File: config.mk
export PLATFORM = sky130hd
export DESIGN_NAME = uart_rx_ctrl
export DESIGN_NICKNAME = d
export VERILOG_FILES = /design/src/rtl/uart_rx_ctrl.sv
export SDC_FILE = /design/constraint.sdc
export NUM_CORES = 1
export LEC_CHECK = 0
export ABC_AREA = 1
export BUFFER_PORTS_ARGS = -buffer_cell sky130_fd_sc_hd__buf_2
export CORE_MARGIN = 2
export CORE_UTILIZATION = 58
export CTS_BUF_LIST = sky130_fd_sc_hd__clkbuf_8 sky130_fd_sc_hd__clkbuf_16
export DETAILED_ROUTE_END_ITERATION = 10
export HOLD_SLACK_MARGIN = 0.03
export PLACE_DENSITY = 0.89
export SYNTH_ARGS = -nofsm -noshare
export SYNTH_HDL_FRONTEND = slang
export SYNTH_SLANG_ARGS = --single-unit
File: constraint.sdc
create_clock -name sysclk -period 1.98 [get_ports sysclk]
set_input_delay 0.099 -clock sysclk [delete_from_list [all_inputs] [get_ports sysclk]]
set_output_delay 0.099 -clock sysclk [all_outputs]
set_load 0.02 [all_outputs]
File: src/rtl/uart_rx_ctrl.sv
// UART 8N1 receive controller: synchronizer, mid-bit sampling FSM and receive buffer.
// Define UART_RX_FIFO_EN for a FIFO_DEPTH-entry FIFO; otherwise a single holding register.
module uart_rx_ctrl #(
    parameter int DIVISOR    = 10416,
    parameter int FIFO_DEPTH = 4
) (
    input  logic       sysclk,
    input  logic       reset,
    input  logic       UART_RX,
    input  logic       rd_en,
    input  logic       clr_err,
    output logic [7:0] rx_data,
    output logic       rx_valid,
    output logic       rx_full,
    output logic       busy,
    output logic       overrun,
    output logic       frame_err,
    output logic       irq
);

    localparam int CW = $clog2(DIVISOR);
    localparam logic [CW-1:0] HALF_LAST = CW'(DIVISOR / 2 - 1);
    localparam logic [CW-1:0] BIT_LAST  = CW'(DIVISOR - 1);

    if (DIVISOR < 8) begin : g_bad_divisor
        $error("uart_rx_ctrl: DIVISOR must be at least 8");
    end
    if ((FIFO_DEPTH < 1) || ((FIFO_DEPTH & (FIFO_DEPTH - 1)) != 0)) begin : g_bad_depth
        $error("uart_rx_ctrl: FIFO_DEPTH must be a power of two");
    end

    typedef enum logic [1:0] {IDLE, START, DATA, STOP} state_t;

    state_t        state_reg, state_next;
    logic [CW-1:0] cnt_reg, cnt_next;
    logic [2:0]    bidx_reg, bidx_next;
    logic [7:0]    shift_reg, shift_next;
    logic          sync1_reg, sync2_reg;
    logic          overrun_reg, frame_err_reg;
    logic          push_req, frame_set;
    logic          push, pop, overrun_set;
    logic          rx_s;

    assign rx_s = sync2_reg;

    always_ff @(posedge sysclk) begin
        if (!reset) begin
            sync1_reg <= 1'b1;
            sync2_reg <= 1'b1;
            state_reg <= IDLE;
            cnt_reg   <= '0;
            bidx_reg  <= '0;
            shift_reg <= '0;
        end else begin
            sync1_reg <= UART_RX;
            sync2_reg <= sync1_reg;
            state_reg <= state_next;
            cnt_reg   <= cnt_next;
            bidx_reg  <= bidx_next;
            shift_reg <= shift_next;
        end
    end

    always_comb begin
        state_next = state_reg;
        cnt_next   = cnt_reg;
        bidx_next  = bidx_reg;
        shift_next = shift_reg;
        push_req   = 1'b0;
        frame_set  = 1'b0;
        case (state_reg)
            IDLE: begin
                if (!rx_s) begin
                    state_next = START;
                    cnt_next   = '0;
                end
            end
            START: begin
                // A start bit that is high again at its midpoint is treated as line noise.
                if (cnt_reg == HALF_LAST) begin
                    cnt_next  = '0;
                    bidx_next = '0;
                    state_next = rx_s ? IDLE : DATA;
                end else begin
                    cnt_next = cnt_reg + 1'b1;
                end
            end
            DATA: begin
                if (cnt_reg == BIT_LAST) begin
                    shift_next = {rx_s, shift_reg[7:1]};
                    cnt_next   = '0;
                    if (bidx_reg == 3'd7)
                        state_next = STOP;
                    else
                        bidx_next = bidx_reg + 3'd1;
                end else begin
                    cnt_next = cnt_reg + 1'b1;
                end
            end
            STOP: begin
                if (cnt_reg == BIT_LAST) begin
                    cnt_next   = '0;
                    state_next = IDLE;
                    push_req   = rx_s;
                    frame_set  = !rx_s;
                end else begin
                    cnt_next = cnt_reg + 1'b1;
                end
            end
            default: state_next = IDLE;
        endcase
    end

    // A pop on the same edge frees the slot, so a full buffer can still accept the byte.
    assign pop         = rd_en && rx_valid;
    assign push        = push_req && (!rx_full || pop);
    assign overrun_set = push_req && rx_full && !pop;

`ifdef UART_RX_FIFO_EN
    localparam int AW = (FIFO_DEPTH > 1) ? $clog2(FIFO_DEPTH) : 1;

    if (FIFO_DEPTH < 2) begin : g_bad_fifo_depth
        $error("uart_rx_ctrl: FIFO_DEPTH must be at least 2 with the FIFO enabled");
    end

    logic [AW:0]           wr_ptr_reg, rd_ptr_reg;
    logic [7:0]            mem_reg [FIFO_DEPTH];
    logic [FIFO_DEPTH-1:0] wr_sel;

    for (genvar gi = 0; gi < FIFO_DEPTH; gi++) begin : g_wr_sel
        assign wr_sel[gi] = push && (wr_ptr_reg[AW-1:0] == AW'(gi));
    end

    always_ff @(posedge sysclk) begin
        if (!reset) begin
            wr_ptr_reg <= '0;
            rd_ptr_reg <= '0;
            for (int i = 0; i < FIFO_DEPTH; i++)
                mem_reg[i] <= '0;
        end else begin
            for (int i = 0; i < FIFO_DEPTH; i++)
                if (wr_sel[i])
                    mem_reg[i] <= shift_reg;
            if (push)
                wr_ptr_reg <= wr_ptr_reg + 1'b1;
            if (pop)
                rd_ptr_reg <= rd_ptr_reg + 1'b1;
        end
    end

    assign rx_valid = (wr_ptr_reg != rd_ptr_reg);
    assign rx_full  = (wr_ptr_reg[AW] != rd_ptr_reg[AW]) &&
                      (wr_ptr_reg[AW-1:0] == rd_ptr_reg[AW-1:0]);
    assign rx_data  = mem_reg[rd_ptr_reg[AW-1:0]];
`else
    logic [7:0] hold_reg;
    logic       hold_valid_reg;

    always_ff @(posedge sysclk) begin
        if (!reset) begin
            hold_reg       <= '0;
            hold_valid_reg <= 1'b0;
        end else begin
            if (push) begin
                hold_reg       <= shift_reg;
                hold_valid_reg <= 1'b1;
            end else if (pop) begin
                hold_valid_reg <= 1'b0;
            end
        end
    end

    assign rx_valid = hold_valid_reg;
    assign rx_full  = hold_valid_reg;
    assign rx_data  = hold_reg;
`endif

    // Setting a flag takes priority over clearing it on the same edge.
    always_ff @(posedge sysclk) begin
        if (!reset) begin
            overrun_reg   <= 1'b0;
            frame_err_reg <= 1'b0;
        end else begin
            if (overrun_set)
                overrun_reg <= 1'b1;
            else if (clr_err)
                overrun_reg <= 1'b0;
            if (frame_set)
                frame_err_reg <= 1'b1;
            else if (clr_err)
                frame_err_reg <= 1'b0;
        end
    end

    assign overrun   = overrun_reg;
    assign frame_err = frame_err_reg;
    assign busy      = (state_reg != IDLE);
    assign irq       = rx_valid | overrun_reg | frame_err_reg;

endmodule

* After elaboration in Yosys (flattened, before gate mapping)
Index checks and enable logic that the tools add are counted.
** Operators by class
- Reductions and logical operators :: 18
- Multiplexer cells :: 24
- Eq/ne operators :: 12
- Add/subtract/negate cells :: 2
- Bitwise logic cells :: 2
** Operators by type and width (count)
- 14-bit 2-to-1 mux :: 3
- 14-bit case mux with 3 select lines :: 1
- 14-bit by 1-bit adder with 14-bit output (second input constant) :: 1
- 14-bit by 13-bit == test with 1-bit output (second input constant) :: 1
- 14-bit == test (second input constant) :: 1
- 2-bit 2-to-1 mux :: 6
- 2-bit inequality test (second input constant) :: 6
- 2-bit nonzero test :: 5
- 1-bit 2-to-1 mux :: 9
- 3-bit 2-to-1 mux :: 3
- 2-bit case mux with 4 select lines :: 1
- 3-bit case mux with 2 select lines :: 1
- 5-bit AND reduction :: 1
- 2-bit == test (second input constant) :: 2
- 1-bit logical AND :: 4
- 4-bit AND reduction :: 1
- 3-bit by 1-bit adder with 3-bit output (second input constant) :: 1
- 3-bit == test (second input constant) :: 1
- 1-bit zero test :: 3
- 2-bit by 1-bit == test with 1-bit output (second input constant) :: 1
- 2-bit zero test :: 1
- 1-bit OR :: 2
- 2-bit AND reduction :: 1
- 2-bit OR reduction :: 1
- 1-bit logical OR :: 1
** Word-level totals
- Output and inout bits :: 14
- Input port bits :: 5
- Logic and storage cells :: 68
- Bits in registers :: 40

* Depth between registers and ports, before layout
- Word-level depth :: 6
- Gate-level depth with buffers :: 14
- Mapped depth without buffers :: 14

* Worst setup path before layout
Ideal clock, no wire load.
- Kind :: register to register
- Start :: register cnt_reg[0]
- End :: register hold_reg[5] (netlist: rx_data[5])
- Slack :: 0.404 ns
- Period minus slack after synthesis :: 1.576 ns
- Setup time :: 0.132 ns
- Data required time :: 1.848 ns
- Cell stages (with the launch flop) :: 10
- Arrival time :: 1.444 ns
- Buffers on the path :: 1
- Path through :: dfxtp_1 ha_1 nand3_2 nor2_2 nand2_2 nor3_4 nand2_4 buf_6 nor2_1 nor3b_2
** On the way
- Word-level cells in the longest chain between the ends :: 4
** Ends and longest elaborated chain
- start, declared :: line 35 : logic [CW-1:0] cnt_reg, cnt_next;
- start signal, assigned :: line 58 : cnt_reg <= cnt_next;
- 14-bit == test :: line 101 : if (cnt_reg == BIT_LAST) begin
- 1-bit 2-to-1 mux :: line 101
- 1-bit 2-to-1 mux :: line 71 : case (state_reg)
- 1-bit logical AND :: line 116 : assign push = push_req && (!rx_full || pop);
- end signal, assigned :: line 165 : hold_reg <= shift_reg;
- end, declared :: line 156 : logic [7:0] hold_reg;
Every way passes these cells.
A chain may end at the register's enable or synchronous reset.

* Worst setup path in the final report
- Start :: register cnt_reg[0]
- End :: register hold_reg[0] (netlist: rx_data[0])
Same word-level chain as after synthesis.

==> key figures <==
Run status
  – Status: completed

GRT
  – GRT overflow: 0
  – Vias in the first global route: roughly 1.8k
  – Total GRT Usage: 0.2317
  – Initial antenna violation count: 0
  – First-pass GRT wire length: around 7400 um
  – Largest net degree at the start of global routing: 25

Placed design
  – Placed wire-length estimate: between 2000 and 3000 um
  – IO Port Bufs: 18
  – Gpl congestion: 0.9680

Power
  – Pleak: about 1.1 nW
  – Worst vdd ir: 0.0004289 V
  – Power Total: approximately 1.6 mW
  – Pwr dens: ~700 mW/mm^2

Timing
  – Tmin final: approximately 1.8 ns
  – Final Hold Fails: 0
  – Fmax: between 500 and 600 MHz
  – Final setup TNS: 0 ns
  – Final Max Slew Viols: 0
  – Pin slew with the least headroom to its limit: roughly 0.83 ns
  – Fin crit share: 0.8903
  – Unrepaired setup endpoints after global routing: false
  – Slew HR: 0.4491
  – Final setup viols: 0
  – Worst clock skew: between 0.006 and 0.007 ns

Floorplan
  – Full die area: just under 0.004 mm^2
  – Die W: approximately 63 um
  – Rows: 21
  – Die Span Y: about 63 um
  – Starting Density: 0.6048
  – Placeable core area: 0.003337 mm^2
  – Ports: 19

Yosys
  – Yosys top cell area share: 0.3968
  – Avg Cell Area, Syn: around 6.7 um^2
  – Synth async-reset ratio: 0
  – Count of cell types in the netlist: 27
  – Post-Syn Instances: 300
  – Main flop type after synthesis: dfxtp_1
  – Netlist Area Pre-Place: between 0.002 and 0.0025 mm^2
  – Post-synth EDFFs: 0
  – #FFs+latches synth: 40
  – Yosys warnings: 0
  – Seq/Total Area, Yosys: 0.3968
  – Post-synthesis net count: 308
  – Synth area leaders: dfxtp_1, nand2_1, inv_1
  – Cell taking the most area after synthesis: dfxtp_1
  – Commonest cells in the netlist: nand2_1, inv_1, dfxtp_1
  – Count leader, synth: nand2_1

Min path
  – Worst hold start: clr_err
  – WHS Path Cells: 4
  – Hold Path Class: input port to flop

Clock network
  – H-tree levels: 2
  – Clock Tree Buf Depth: 2
  – Clock latency at the later pin of the worst-skew pair: ~0.3 ns
  – Clock root buffer: clkbuf_8
  – Clock-pin slew on the worst setup and hold paths: 0.08 ns
  – CTS tree: built
  – Post-cts resize count: 0
  – Clock buffer count from CTS: 5
  – CTS Sinks: 40

Cells and area
  – Share of layout cells above drive strength 1: 0.1371
  – Number of diodes: 0
  – Area of the multi-input gates: a little under 0.001 mm^2
  – Max FFs per register: 14
  – Fillers: between 200 and 300
  – Layout net count: 328
  – Area grow syn2layout: 10.91%
  – FF/Latch Area: 800.8 um^2

Detailed routing
  – Routed Antenna Nets: 0
  – Vias/cell: between 4 and 5
  – Vias: around 1.8k
  – # DRC: 0
  – Post-DR wirelength/cell: about 11 um
  – WL final: 4003 um
  – Drt first pass iters: 4
  – Starting DRT DRC Count: around 130

Critical path
  – Buf+Inv Stages, Crit Path: 0
  – CP delay by family, top: simple AND/OR/NAND/NOR gates
  – R2R depth: 8
  – Crit path cell chain: ha_1 > nand3_2 > nor2_2 > nand2_2 > nor3_4 > nand2_4 > nand2_1 > nor3b_1
  – CP Launch Point: cnt_reg[0]
  – CP endpoint kind: flop
  – Required time worst endpoint: ~2.2 ns
  – Crit-path max cell delay: approximately 0.37 ns
  – Kind of critical path: flop to flop
  – Levels on crit path: 8
  – Critical Path Slowest Stage Cell: dfxtp_1
  – Crit path DAT: 1.96 ns
  – Type of origin of the critical path: flop
  – Critical R2R Launch: cnt_reg[0]
  – CP max FO: 16

Run
  – Max Cap Violations: 0
area by class of cell:
cell class                 instances  share of cell area
multi-input combinational        198              0.4293
sequential                        40              0.3577
inverter                          53             0.08888
timing repair buffer              22             0.05478
clock buffer                       6             0.03689
tap                               46             0.02571
clock inverter                     2            0.006708
final timing paths:
check | end | slack (ns)
max | rx_data[0] | 0.22
min | overrun | 0.06
max reg2reg | rx_data[0] | 0.22
min reg2reg | rx_s | 0.44
kinds of logic after synthesis:
family | synth area share
xor+xnor | 0.01736
flops | 0.3968
buf+inv | 0.1271
fa+ha+maj | 0.01860
simple gates | 0.3342
compound gates | 0.1060
tightest hold or removal path, stage by stage:
cell     delay [ns]
buf_2          0.07
inv_1          0.04
nand2_1        0.05
a21oi_1        0.05
timing repair:
action / CTS / global route
buffers inserted: 0 / 0
setup endpoints to repair: 0 / 0
endpoints found under the hold margin: 1 / 0
hold buffers: 1 / 0
through the flow:
| step | hold WS, ns | instance area (um^2) | setup WS [ns] | utilization | cells |
|---|---|---|---|---|---|
| after detailed placement | 0.2907 | 2131 | 0.2519 | 0.6385 | 358 |
| final | 0.06068 | 2238 | 0.2172 | 0.6708 | 367 |
| after floorplan | 0.2056 | 2018 | 0.4044 | - | 300 |
| after global routing | 0.07452 | 2238 | 0.07260 | 0.6708 | 367 |
| after CTS | 0.06299 | 2238 | 0.2158 | 0.6708 | 367 |
| after global placement | 0.2854 | 2131 | 0.3590 | 0.6385 | 358 |
layout by cell type (no fill, tap or decap):
cell type | synthesis | layout
dfxtp_1 | 40 | 40
xor2_1 | 4 | 4
nand2_1 | 86 | 86
nor3b_2 | 2 | 2
nand3_1 | 11 | 11
nand2_2 | 2 | 2
o21ai_2 | 1 | 1
o21ai_0 | 15 | 15
nor3_4 | 1 | 1
clkbuf_8 | 0 | 6
nand2_4 | 1 | 1
inv_1 | 52 | 52
clkinvlp_4 | 0 | 2
nor2_2 | 3 | 3
nand3b_1 | 1 | 1
o21a_1 | 1 | 1
nor3b_1 | 6 | 6
dlygate4sd3_1 | 0 | 1
a211oi_1 | 1 | 1
ha_1 | 3 | 3
nor3_1 | 6 | 6
buf_2 | 1 | 18
or2_2 | 3 | 3
buf_4 | 2 | 3
nor2_1 | 27 | 27
nand3_2 | 1 | 1
inv_2 | 1 | 1
a21oi_1 | 23 | 23
where the power goes:
group,total (mW),internal (mW),switching [mW]
registers,0.841,0.823,0.0179
clock network,0.578,0.282,0.296
logic,0.178,0.0571,0.121
layer usage:
metal,GRT usage,routed length (um)
met5,0,0
met3,0.04685,148
met4,0.1056,51
met2,0.3949,1853
met1,0.2792,1949
(Power assumes the default switching activity.)
